## src/rtl/risk_mem_responder.sv

```systemverilog
// rtl/risk_mem_responder.sv - 32x8 memory responder with req/ack handshake, wait states and preload port
module risk_mem_responder #(
    parameter int AW   = 5,
    parameter int DW   = 8,
    parameter int WAIT = 1
) (
    input  logic          clk,
    input  logic          R,
    input  logic          req,
    input  logic          we,
    input  logic [AW-1:0] addr,
    input  logic [DW-1:0] wdata,
    output logic [DW-1:0] rdata,
    output logic          ack,
    output logic          busy,
    input  logic          ld_en,
    input  logic [AW-1:0] ld_addr,
    input  logic [DW-1:0] ld_data,
    output logic          ld_err
);

    localparam int         DEPTH    = 1 << AW;
    localparam logic [3:0] WAIT_CNT = 4'(WAIT);

    typedef enum logic [1:0] {
        S_IDLE = 2'd0,
        S_WAIT = 2'd1,
        S_ACK  = 2'd2
    } state_t;

    state_t          r_state;
    state_t          w_next_state;
    logic            w_accept;
    logic            w_ld_write;
    logic            w_acc_write;
    logic [3:0]      r_cnt;
    logic            r_we;
    logic [AW-1:0]   r_addr;
    logic [DW-1:0]   r_wdata;
    logic [DW-1:0]   r_rdata;
    logic            r_ack;
    logic            r_ld_err;
    logic [DW-1:0]   r_mem [DEPTH];

    // State register; reset drops any in-flight access
    always_ff @(posedge clk or negedge R) begin
        if (!R) begin
            r_state <= S_IDLE;
        end else begin
            r_state <= w_next_state;
        end
    end

    // Next-state logic; the preload port has priority over a request in IDLE
    always_comb begin
        w_next_state = r_state;
        w_accept     = 1'b0;
        case (r_state)
            S_IDLE: begin
                if (req && !ld_en) begin
                    w_accept     = 1'b1;
                    w_next_state = (WAIT_CNT == 4'd0) ? S_ACK : S_WAIT;
                end
            end
            S_WAIT: begin
                // r_cnt <= 1 also guards against a stuck counter
                if (r_cnt <= 4'd1) begin
                    w_next_state = S_ACK;
                end
            end
            S_ACK: begin
                w_next_state = S_IDLE;
            end
            default: begin
                w_next_state = S_IDLE;
            end
        endcase
    end

    assign busy        = (r_state != S_IDLE);
    assign w_ld_write  = (r_state == S_IDLE) && ld_en;
    assign w_acc_write = (r_state == S_ACK) && r_we;

    // Request latch and wait-state counter
    always_ff @(posedge clk or negedge R) begin
        if (!R) begin
            r_cnt   <= 4'd0;
            r_we    <= 1'b0;
            r_addr  <= '0;
            r_wdata <= '0;
        end else if (w_accept) begin
            r_cnt   <= WAIT_CNT;
            r_we    <= we;
            r_addr  <= addr;
            r_wdata <= wdata;
        end else if (r_state == S_WAIT) begin
            r_cnt   <= r_cnt - 4'd1;
        end
    end

    // Completion pulse, read data capture and rejected-preload pulse
    always_ff @(posedge clk or negedge R) begin
        if (!R) begin
            r_ack    <= 1'b0;
            r_rdata  <= '0;
            r_ld_err <= 1'b0;
        end else begin
            r_ack    <= (r_state == S_ACK);
            r_ld_err <= ld_en && busy;
            if ((r_state == S_ACK) && !r_we) begin
                r_rdata <= r_mem[r_addr];
            end
        end
    end

    // Storage array; preload and access writes never coincide (IDLE vs ACK)
    always_ff @(posedge clk or negedge R) begin
        if (!R) begin
            for (int i = 0; i < DEPTH; i++) begin
                r_mem[i] <= '0;
            end
        end else if (w_ld_write) begin
            r_mem[ld_addr] <= ld_data;
        end else if (w_acc_write) begin
            r_mem[r_addr] <= r_wdata;
        end
    end

    assign rdata  = r_rdata;
    assign ack    = r_ack;
    assign ld_err = r_ld_err;

endmodule

```

## config.mk

```make
export PLATFORM = sky130hd
export DESIGN_NAME = risk_mem_responder
export DESIGN_NICKNAME = d
export VERILOG_FILES = /design/src/rtl/risk_mem_responder.sv
export SDC_FILE = /design/constraint.sdc
export NUM_CORES = 1
export LEC_CHECK = 0
export CORE_MARGIN = 3
export CORE_UTILIZATION = 55
export DETAILED_ROUTE_END_ITERATION = 12
export PLACE_DENSITY = 0.77
export SYNTH_ARGS = -nofsm -noshare
export SYNTH_HDL_FRONTEND = slang
export SYNTH_SLANG_ARGS = --single-unit
```

## constraint.sdc

```tcl
create_clock -name clk -period 2.3 [get_ports clk]
set_input_delay 0.46 -clock clk [delete_from_list [all_inputs] [get_ports clk]]
set_output_delay 0.46 -clock clk [all_outputs]
set_load 0.01 [all_outputs]
```

# == After elaboration in Yosys (flattened, before gate mapping) ==
# Cells that the tools add are included.
# word_totals
register_bits,286
input_bits,31
output_inout_bits,11
wordCells,84
# classes
n_addsub,1
magnitude_cmp,5
eq_ne,4
n_mux,18
n_bitwise,2
reduce_logical,14
# op_table
op,count
256-bit bitwise mux,2
256-bit two-way mux,2
8-bit demux with 5-bit select,2
8-bit binary-select mux with 5-bit select,1
8-bit two-way mux,4
6-bit >= comparator (second input constant),2
6-bit by 1-bit less-than comparator with 1-bit output (second input constant),2
5-bit NOT with 6-bit output,2
4-bit two-way mux,2
1-bit logical AND,7
2-bit nonzero test,3
4-bit by 1-bit <= comparator with 1-bit output (second input constant),1
2-bit two-way mux,2
2-bit != test (second input constant),2
2-bit case mux with 2 select lines,1
4-bit by 1-bit subtractor with 4-bit output (second input constant),1
2-bit by 1-bit == test with 1-bit output (second input constant),1
2-bit == test (second input constant),1
1-bit logical NOT,2
2-bit logical NOT,1
1-bit two-way mux,2
2-bit AND reduction,1

# == Depth between registers and ports, before layout ==
# depth
word_depth,8
mapped_depth,9
depth_no_buf,6

# == Least setup slack after synthesis ==
# Ideal clock, no wire load.
# synth_path
kind,in2reg
from,input ld_addr[1]
to,register r_mem[253] in the netlist's numbering
setup_ns,0.119
arrival_time_ns,1.764
t_required_ns,2.181
path_slack_ns,0.417
cell_stages,6
path_buffers,1
cell_sequence,nor2_1 nand2_1 o22ai_2 buf_2 o221ai_1 o21a_1
# synth_via
elab_chain_len,7
elab_cells_between_ends,8
cone_classes,order compare (2); mux (4); bitwise (1); reduce/logical (1)
# synth_rtl
element,line_no,rtl
start: declaration,17,"input logic [AW-1:0] ld_addr,"
5-bit NOT with 6-bit output (not written as such) *,123,r_mem[ld_addr] <= ld_data;
6-bit >= comparator (not written as such) / 6-bit by 1-bit less-than comparator with 1-bit output (equally long branches),123,
1-bit logical AND (not written as such),123,
8-bit two-way mux (not written as such),123,
8-bit demux with 5-bit select *,123,
256-bit bitwise mux *,123,
256-bit two-way mux *,122,end else if (w_ld_write) begin
end signal: indexed assignment,123,
end signal: indexed assignment,125,r_mem[r_addr] <= r_wdata;
end: declaration,43,logic [DW-1:0] r_mem [DEPTH];
# Mark *: on every way between the ends. The rest lies on a longest branch, timed or not.
# A chain may end at the register's enable or synchronous reset.

# == Final worst setup path ==
# layout_path
from,register r_addr[0]
to,"register r_rdata[1], in the netlist rdata[1]"
# layout_via
elab_chain_len,4
# layout_rtl
element,line_no,rtl
start: declaration,38,logic [AW-1:0] r_addr;
start signal: assignment,94,r_addr <= addr;
5-bit NOT with 6-bit output (not written as such),111,r_rdata <= r_mem[r_addr];
8-bit binary-select mux with 5-bit select,111,
8-bit two-way mux (not written as such) (2 in series),111,
end signal: assignment,111,
end: declaration,40,logic [DW-1:0] r_rdata;
# Every way passes these cells. The select of a mux whose other input is x is not followed.

==> key figures <==
Outcome
  – Status: finished clean

Drt
  – Vias: 13679
  – Routed vias/inst: 7.01
  – Final wirelength: 51.4 mm
  – 1st-pass router iterations: 7
  – Drt drc: 0
  – First DRT Iteration DRCs: 1438
  – Post-DRT Antenna Nets: 0
  – WL/cell: 26.4 um

Worst setup path
  – WS Path Type: flip-flop to flip-flop
  – Crit path capture type: flip-flop
  – Number of cells on the worst reg-to-reg path: 7
  – Startpoint Class: flip-flop
  – Crit path max fanout: 14
  – Worst Path Arrival: 2710 ps
  – Data required, critical path: 2740 ps

Synthesis
  – Synth Flop Type: dfrtp_1
  – Largest area contributor in the netlist: dfrtp_1
  – Yosys top cell area share: 45.3%
  – EDFF count, synth: 0
  – Syn_area_per_cell: 11.1 um^2
  – Synth cell count leaders: dfrtp_1, nand2_1, o22ai_1
  – Synthesized net count: 1458
  – Count of different cell masters after synthesis: 57
  – Cell with the most instances after synthesis: dfrtp_1
  – #FFs+latches synth: 286
  – Synth warn: 0
  – Largest cells by area after synthesis: dfrtp_1, mux2_2, mux2i_1
  – Sequential fraction of the synthesis area: 45.3%
  – Mapped cell area: 15800 um^2
  – FFs w/ async S/R, synth: 100%
  – Post-Synthesis Cells: 1425

Global route
  – Gr usage total: 33.0%
  – Initial antenna violation count: 1
  – Total grt overflow: 0
  – First-pass GRT wire length: 80.0 mm
  – Number of global-route vias before repair: 13822
  – Largest net degree at the start of global routing: 69

Die
  – Die area: 30800 um^2
  – Die Y-Extent: 175 um
  – Row count: 61
  – IO Count: 42
  – Total core area: 28000 um^2
  – Initial Utilization: 56.4%
  – Die Wd: 175 um

Clock tree
  – Root Driver: clkbuf_16
  – Clock Latency Late Sink: 560 ps
  – Clock Path Buffers: 3
  – CTS tree: done
  – CTS clk-pin slew, worst paths: 60 ps
  – CTS Buf Count: 30
  – H-tree depth: 1
  – CTS sink cnt: 286

Power and ir drop
  – Pleak: 0.00801 uW
  – Overall power: 21800 uW
  – Pwr dens: 1140 nW/um^2
  – Worst vdd ir: 0.000994 V

Finish
  – Layout Nets: 1582
  – Layout cell share with drive strength beyond 1: 28.2%
  – Count of non-filler cells in the finished layout: 1950
  – Area growth from synthesis to layout: 20.6%
  – # diodes: 0

Place
  – Placed insts: 1888
  – Count of port buffers added during placement: 41
  – Routability congestion estimate from global placement: 0.984
  – DP Worst Slack: -156 ps
  – Post-DP HPWL: 32.9 mm

STA
  – Fmax: 441 MHz
  – # setup viols final: 0
  – Clock Skews: 8.59 ps
  – Worst slew pin tran: 597 ps
  – Pins Over Slew Limit: 0
  – Relative slew slack: 60.2%
  – Final worst-path cycle share: 98.6%
  – Final hold violation count: 0
  – Slack of the critical path: 32.8 ps
  – Unrepaired setup endpoints after global routing: true
  – Min Tclk post-route: 2270 ps

Worst hold path
  – Hold Crit Class: input port to asynchronous set/reset pin

Flow run
  – Max-Cap Viols: 0
area by class of cell:
type,instances,area (um^2)
Clock buffer,37,838
Clock inverter,18,251
Fill cell,2087,8970
Inverter,4,15.0
Multi-Input combinational cell,1004,7960
Sequential cell,286,7160
Tap cell,378,473
Timing Repair Buffer,223,2350
repair_timing:
item / in CTS / in global routing
pin swaps: 1 / 4
hold endpoints to repair: 55 / 0
hold buffers: 1 / 0
endpoints found under the setup margin: 47 / 81
gates resized for setup: 4 / 14
setup buffers: 1 / 5
cell families (layout without fill, tap and decap cells):
| family | Yosys count | count (layout) | synth area share [%] |
|---|---|---|---|
| multiplexers | 236 | 236 | 17.6 |
| AO/OA/AOI/OAI | 511 | 511 | 24.5 |
| AND/OR/NAND/NOR | 252 | 252 | 7.64 |
| flip-flops | 286 | 286 | 45.3 |
| XOR/XNOR | 3 | 3 | 0.166 |
| buffers and inverters | 135 | 282 | 4.64 |
| adder cells (fa/ha/maj) | 2 | 2 | 0.158 |
path summary, 6_finish.rpt:
check                           slack [ps]          to      start
worst max register to register          30    rdata[1]  r_addr[0]
worst min-delay path                   460  r_mem[132]          R
worst min register to register         480   r_mem[38]  r_mem[38]
max in group asynchronous             1050   r_mem[64]          R
worst max-delay path                    30    rdata[1]  r_addr[0]
min in group clk                       480   r_mem[38]  r_mem[38]
where the power goes:
group	internal (uW)	leakage [uW]	switching [uW]	total, uW
Combinational	4010	0.00361	5740	9740
Sequential	5940	0.00386	715	6660
Clock	3250	0.000534	2100	5350
routing by layer:
layer	global-route usage, %	wire, um
met2	51.7	23600
met5	0	10
met1	44.8	20100
met4	15.5	2700
met3	6.07	4980
metrics by stage:
stage | hold WS (ps) | TNS, ps | utilization [%] | instance area [um^2]
4_1_cts | 468 | 0 | 67.7 | 18900
5_1_grt | 495 | -0.131 | 68.0 | 19000
3_3_place_gp | 452 | -5010 | 63.6 | 17800
3_5_place_dp | 447 | -9820 | 63.6 | 17800
6_report | 463 | 0 | 68.0 | 19000
2_1_floorplan | 164 | 0 | - | 15800
sequential cells by signal, indices dropped and copies added, names as in the netlist:
| signal | flops |
|---|---|
| ack | 1 |
| ld_err | 1 |
| r_we | 1 |
| r_addr | 5 |
| r_cnt | 4 |
| rdata | 8 |
| r_state | 2 |
| r_mem | 256 |
| r_wdata | 8 |
worst max-delay path, cell delays in order (launching register included):
cell and delay [ps]:
dfrtp_4 570, buf_12 190, buf_4 140, mux2i_1 130
a22o_1 270, a221oi_2 260, o22ai_1 260, o41ai_2 310
layout by cell type, fill, tap and decap left out, types with 5 or more instances in the layout:
cell	Yosys	routed
a21oi_1	10	10
o22ai_4	7	7
nand2_1	149	147
buf_4	20	134
clkbuf_16	0	31
mux2_2	115	115
a221oi_1	12	12
nand3_1	20	20
mux2_4	14	14
o21a_1	64	64
nand2_4	3	5
mux2i_1	89	89
o22a_1	96	92
a22oi_1	24	24
nand2b_1	7	7
buf_12	2	44
o221ai_1	64	64
and2_1	6	5
dfrtp_1	286	284
mux4_2	16	16
o21ai_0	83	83
bufinv_16	0	6
nor2_1	16	14
a22o_1	10	10
clkinv_2	0	8
clkdlybuf4s50_1	0	40
nand2_2	13	13
o22ai_2	9	9
o22ai_1	117	117
nor2b_1	16	13
Power figures use the tool's default switching activity.
